===== src/rtl/tlb_refill_walker.sv =====
// Two-level page-table walker that refills one TLB entry per miss (4 KiB pages and superpage splinters).
// Optional: define TLB_WALK_AD_FAULT_EN to fault on leaves with A=0 instead of filling them.
module tlb_refill_walker (
  input  logic        clk,
  input  logic        rst,
  input  logic        miss_i,
  input  logic [19:0] vpn_i,
  input  logic [21:0] satp_ppn,
  output logic        mem_req,
  output logic [33:0] mem_addr,
  input  logic        mem_ack,
  input  logic [31:0] mem_rdata,
  output logic        tlb_we,
  output logic [4:0]  tlb_write_addr,
  output logic [51:0] tlb_write_data,
  output logic        busy,
  output logic        done,
  output logic        page_fault
);

  typedef enum logic [2:0] {
    S_IDLE  = 3'd0,
    S_WALK1 = 3'd1,
    S_WALK2 = 3'd2,
    S_FILL  = 3'd3,
    S_FAULT = 3'd4
  } state_e;

  state_e      state_q, state_d;
  logic [19:0] vpn_q, vpn_d;
  logic [21:0] pte1_ppn_q, pte1_ppn_d;
  logic [21:0] fill_ppn_q, fill_ppn_d;
  logic [9:0]  fill_flags_q, fill_flags_d;
  logic [4:0]  victim_q, victim_d;

  logic pte_v, pte_r, pte_w, pte_x;
  logic pte_invalid, pte_leaf, pte_misaligned, pte_ad_ok;

  always_comb begin
    pte_v          = mem_rdata[0];
    pte_r          = mem_rdata[1];
    pte_w          = mem_rdata[2];
    pte_x          = mem_rdata[3];
    pte_invalid    = !pte_v || (!pte_r && pte_w);
    pte_leaf       = !pte_invalid && (pte_r || pte_x);
    pte_misaligned = (mem_rdata[19:10] != 10'd0);
`ifdef TLB_WALK_AD_FAULT_EN
    pte_ad_ok      = mem_rdata[6];
`else
    pte_ad_ok      = 1'b1;
`endif
  end

  // State and datapath registers
  always_ff @(posedge clk) begin
    if (rst) begin
      state_q      <= S_IDLE;
      vpn_q        <= '0;
      pte1_ppn_q   <= '0;
      fill_ppn_q   <= '0;
      fill_flags_q <= '0;
      victim_q     <= '0;
    end else begin
      state_q      <= state_d;
      vpn_q        <= vpn_d;
      pte1_ppn_q   <= pte1_ppn_d;
      fill_ppn_q   <= fill_ppn_d;
      fill_flags_q <= fill_flags_d;
      victim_q     <= victim_d;
    end
  end

  // Next-state logic; a PTE is consumed only in the WALK states, where mem_req is high
  always_comb begin
    state_d      = state_q;
    vpn_d        = vpn_q;
    pte1_ppn_d   = pte1_ppn_q;
    fill_ppn_d   = fill_ppn_q;
    fill_flags_d = fill_flags_q;
    victim_d     = victim_q;
    case (state_q)
      S_IDLE: begin
        if (miss_i) begin
          vpn_d   = vpn_i;
          state_d = S_WALK1;
        end
      end
      S_WALK1: begin
        if (mem_ack) begin
          if (pte_invalid) begin
            state_d = S_FAULT;
          end else if (pte_leaf) begin
            if (pte_misaligned || !pte_ad_ok) begin
              state_d = S_FAULT;
            end else begin
              // Superpage is splintered into the 4 KiB page the miss touched
              fill_ppn_d   = {mem_rdata[31:20], vpn_q[9:0]};
              fill_flags_d = mem_rdata[9:0];
              state_d      = S_FILL;
            end
          end else begin
            pte1_ppn_d = mem_rdata[31:10];
            state_d    = S_WALK2;
          end
        end
      end
      S_WALK2: begin
        if (mem_ack) begin
          if (pte_leaf && pte_ad_ok) begin
            fill_ppn_d   = mem_rdata[31:10];
            fill_flags_d = mem_rdata[9:0];
            state_d      = S_FILL;
          end else begin
            state_d = S_FAULT;
          end
        end
      end
      S_FILL: begin
        victim_d = victim_q + 5'd1;
        state_d  = S_IDLE;
      end
      S_FAULT: begin
        state_d = S_IDLE;
      end
      default: begin
        state_d = S_IDLE;
      end
    endcase
  end

  always_comb begin
    mem_req        = 1'b0;
    mem_addr       = '0;
    tlb_we         = 1'b0;
    tlb_write_addr = '0;
    tlb_write_data = '0;
    done           = 1'b0;
    page_fault     = 1'b0;
    busy           = (state_q != S_IDLE);
    case (state_q)
      S_WALK1: begin
        mem_req  = 1'b1;
        mem_addr = {satp_ppn, vpn_q[19:10], 2'b00};
      end
      S_WALK2: begin
        mem_req  = 1'b1;
        mem_addr = {pte1_ppn_q, vpn_q[9:0], 2'b00};
      end
      S_FILL: begin
        tlb_we         = 1'b1;
        done           = 1'b1;
        tlb_write_addr = victim_q;
        tlb_write_data = {vpn_q, fill_ppn_q, fill_flags_q};
      end
      S_FAULT: begin
        page_fault = 1'b1;
      end
      default: begin
        mem_req = 1'b0;
      end
    endcase
  end

endmodule


===== config.mk =====
export PLATFORM = sky130hd
export DESIGN_NAME = tlb_refill_walker
export DESIGN_NICKNAME = d
export VERILOG_FILES = /design/src/rtl/tlb_refill_walker.sv
export SDC_FILE = /design/constraint.sdc
export NUM_CORES = 1
export LEC_CHECK = 0
export ABC_CLOCK_PERIOD_IN_PS = 3400
export BUFFER_PORTS_ARGS = -buffer_cell sky130_fd_sc_hd__buf_2
export CAP_MARGIN = 5
export CORE_MARGIN = 8
export CORE_UTILIZATION = 35
export CTS_CLUSTER_SIZE = 25
export DETAILED_ROUTE_END_ITERATION = 8
export GPL_TIMING_DRIVEN = 0
export PLACE_DENSITY_LB_ADDON = 0.1
export SLEW_MARGIN = 0
export SYNTH_ARGS = -nofsm -noshare
export SYNTH_HDL_FRONTEND = slang
export SYNTH_SLANG_ARGS = --single-unit
export TNS_END_PERCENT = 50

===== constraint.sdc =====
create_clock -name clk -period 3.4 [get_ports clk]
set_input_delay 0.17 -clock clk [delete_from_list [all_inputs] [get_ports clk]]
set_output_delay 0.17 -clock clk [all_outputs]
set_load 0.02 [all_outputs]

* Word level (Yosys, flattened, before mapping)
Index checks and enable logic that the tools add are counted.
** Cells by class
- Multiplexer cells :: 28
- Equal/unequal tests :: 11
- $add $sub $neg :: 1
- Reductions and logical operators :: 16
- Bitwise logic cells :: 2
** Operators with widths (number)
- $mux 22 :: 6
- $pmux 34 s2 :: 1
- $mux 10 :: 6
- $mux 52 :: 1
- $pmux 22 s2 :: 1
- $mux 3 :: 7
- $pmux 10 s2 :: 1
- $ne 2x2->1 const B :: 7
- $reduce_bool 10->1 :: 1
- $pmux 3 s3 :: 1
- $reduce_and 7->1 :: 1
- $eq 3x2->1 const B :: 2
- $add 5x1->5 const B :: 1
- $mux 5 :: 1
- $reduce_and 4->1 :: 1
- $eq 3x1->1 const B :: 1
- $eq 3x3->1 const B :: 1
- $logic_not 1->1 :: 3
- $logic_not 3->1 :: 1
- $mux 1 :: 3
- $reduce_and 3->1 :: 1
- $reduce_bool 3->1 :: 1
- $logic_and 1x1->1 :: 2
- $logic_or 1x1->1 :: 2
- 4 further kinds :: 5
** Storage, ports and cells
- Output and inout bits :: 96
- Flip-flop bits (word level) :: 82

* Longest topological paths before layout
- Depth after elaboration :: 9
- Gate-level depth with buffers :: 7
- Depth with buffers taken out :: 4

* Least setup slack after synthesis
OpenSTA, ideal clock, no wires.
- Path kind :: register -> output
- Start :: reg state_q[1]
- End :: out tlb_write_addr[0]
- Path slack :: 1684 ps
- Stages on the path, launching flop included :: 6
- Arrival time :: 1546 ps
- Path through :: dfxtp_1 > buf_2 > and3b_1 > clkbuf_1 > clkbuf_1 > and2_1
** On the way
- Cells in the longest elaborated chain, start to end :: 2
** RTL lines
- start, declared :: line 29 : state_e state_q, state_d;
- start signal, assigned :: line 64 : state_q <= state_d;
- $eq 3x2->1 :: line 140 : case (state_q)
- $mux 5 :: line 140
- end, declared :: line 14 : output logic [4:0] tlb_write_addr,
No other way between the ends.

* Final worst setup path
- Start :: reg state_q[0]
- End :: out mem_addr[14]
** On the way
- Cells in the longest elaborated chain, start to end :: 2
- Elaborated cells on any way between the ends :: 3
** RTL lines
- $eq 3x2->1 / $eq 3x1->1 (equally long branches) :: line 140
- $pmux 34 s2 (*) :: line 140
- end, declared :: line 10 : output logic [33:0] mem_addr,
Every way passes the cells marked *; elsewhere a longest branch is shown, timed or not.

==> metrics <==
share of layout cells above drive strength 1 31.52%; Area Overhead vs Synth 31.89%; H-Tree Depth 3; DRT Pass-1 Iters 4; Critical Path Source Type flip-flop; Post-CTS Resized 0; CTS Hold Bufs 0; Synth warnings 0; CP Capture Type output port; Slew Limit Fails 0; worst-path maximum fanout 10; ant diodes 0; WL final 14,950 µm; unrepaired setup endpoints after global routing no; vias in the first global route ~4,300; Starting Density 35.53%; # fillers 1,212; Int Pwr 1.738 mW; share of the synthesized area in the top cell type 38.95%; setup TNS 0 ns; Seq/Total Area, Yosys 38.95%; switch share 26.15%; fmax 396.6 MHz; Cell Rows 40; WL per Instance 18.10 µm; Die Wd 125.7 µm; DP HPWL 11,660 µm; final core occ between 40 and 50%; relative slew slack 52.76%; Clock Tree Root clkbuf_16; Final Hold Vio Count 0; final setup violating endpoints 0; area leader, netlist dfxtp_1; Remaining Overflow, GRT 0; top post-synthesis cells by area dfxtp_1 39%, mux2i_1 13%, and2_1 10%; 1st-iter DRT viols 147; fin crit share 74.16%; initial antenna violation count 1; Leak 2.714 nW; largest net degree at the start of global routing 13; CTS max path bufs 2; area of the core 11,860 µm²; measured slew at the worst slew-check pin 0.7086 ns; Die Ht 125.7 µm; WP data required ~3.2 ns; DRT antenna net count 0; WS Path Type flip-flop to output port; Reg power frac 42.9%; setup slack at placement 1.219 ns; GP Congestion around 0.85; vias 4,131; IO buf count 170; Worst-Skew Late Latency 0.34 ns; Max-Cap Viols 0; vias per inst 5.001; Reg clk slew, reported paths 0.06 ns; Seq cells post-synth 82; worst vdd ir 0.1905 mV; Net Sw Power 615.3 µW; drc violations 0; CTS Buf Count 9; die area approximately 16,000 µm²; Critical Path AT 2.35 ns; nets 754; gr usage total 18.75%; global-route wire length before repair 23,450 µm; Final min period roughly 2.5 ns; ys flop type dfxtp_1; Cell Pwr Density 423.4 nW/µm²; Syn Area/Cell approximately 8.5 µm²; Yosys cell types 45; TritonCTS Sinks 82; post-CTS setup buffer count 0; Synth async-reset ratio 0%; area of the mapped netlist 4214 µm²; Mapped Cells 493; EDFF count, synth 0; Worst Skew 0.005823 ns; worst hold-check path type input port to flip-flop; Ports 174; CTS tree yes; combinational power share 14.5%; setup ws final a little under 0.9 ns; Clk pwr share around 43%; outcome finished clean
## Yosys cell counts, drive strengths merged (3+ instances only)
cell,n
nor2,29
o21ai,4
mux2i,55
nand4,4
a21oi,23
dfxtp,82
a31oi,11
nand3,22
clkbuf,22
buf,22
nor3b,3
a22o,32
nand2,85
xor2,3
inv,4
and2,68
## final cells by class
type	instances	area [µm²]	area share [%]
timing repair buffer	170	850.8	15.31
buffer	44	222.7	4.007
clock inverter	2	35.03	0.6303
inverter	4	15.01	0.2701
multi-input combinational	364	2338	42.08
tap	147	183.9	3.309
clock buffer	13	270.3	4.863
sequential	82	1642	29.54
## state kept, by name, indices dropped and copies added (netlist names)
register      flops
fill_ppn_q       22
pte1_ppn_q       22
vpn_q            20
fill_flags_q     10
victim_q          5
state_q           3
## worst paths after layout
path | start | end | slack [ns] | cells past startpoint
min reg2reg | fill_flags_q[2] | fill_flags_q[2] | 0.45 | 2
max | state_q[0] | mem_addr[14] | 0.88 | 6
min | vpn_i[0] | vpn_q[0] | 0.07 | 3
max reg2reg | state_q[1] | victim_q[1] | 1.60 | 6
## cell usage in the layout (no fill, tap or decap), types with 2 or more instances in the layout
cell / n
buf_2: 180
nand2_1: 85
dfxtp_1: 82
and2_1: 68
mux2i_1: 55
a22o_1: 32
nor2_1: 29
clkbuf_1: 23
a21oi_1: 23
nand3_1: 22
a31oi_1: 11
clkbuf_16: 9
buf_4: 8
xor2_1: 3
clkbuf_8: 3
nor3_1: 2
inv_1: 2
buf_1: 2
inv_2: 2
nor4_4: 2
buf_6: 2
nand4_1: 2
nand2b_1: 2
nand3b_1: 2
o21ai_1: 2
o21ai_0: 2
conb_1: 2
## power by group through the flow
stage | combinational, mW | clock (mW) | sequential [mW]
2_1_floorplan | 0.202 | 0 | 1.02
3_3_place_gp | 0.338 | 0 | 1.03
3_5_place_dp | 0.343 | 0 | 1.03
4_1_cts | 0.344 | 1.02 | 1.01
5_1_grt | 0.372 | 1.07 | 1.01
6_report | 0.341 | 1.00 | 1.01
## cell families after synthesis
group	count (synthesis)	share of synthesized area (%)
flip-flops	82	38.95
other	1	0.08899
AO/OA/AOI/OAI	76	13.03
adder cells (fa/ha/maj)	1	0.2969
XOR/XNOR	4	0.8315
multiplexers	55	13.06
AND/OR/NAND/NOR	226	28.09
buffers and inverters	48	5.642
## worst max-delay path, stage by stage (launching register included)
cell      delay, ns
dfxtp_1        0.30
buf_4          0.15
nor3b_2        0.26
buf_4          0.26
clkbuf_1       0.57
a22o_1         0.29
buf_2          0.18
## stage by stage
| stage | hold WS [ns] | instance area [µm²] | total power, mW | std cells |
|---|---|---|---|---|
| floorplan | 0.3060 | 4218 | 1.222 | 494 |
| global placement | 0.4136 | 5253 | 1.368 | 811 |
| detailed placement | 0.4149 | 5253 | 1.373 | 811 |
| CTS | 0.06171 | 5558 | 2.376 | 826 |
| global route | 0.06519 | 5558 | 2.450 | 826 |
| finish | 0.07129 | 5558 | 2.353 | 826 |
## metal layers
metal / global-route usage, % / routed length (µm) / vias up
met1: 22.86 / 6611 / 1926
met4: 5.946 / 169 / 2
li1: - / - / 2046
met2: 30.99 / 6977 / 141
met3: 5.612 / 1182 / 16
met5: 0 / 10 / -
No activity file was read; power rests on OpenSTA's default activity.
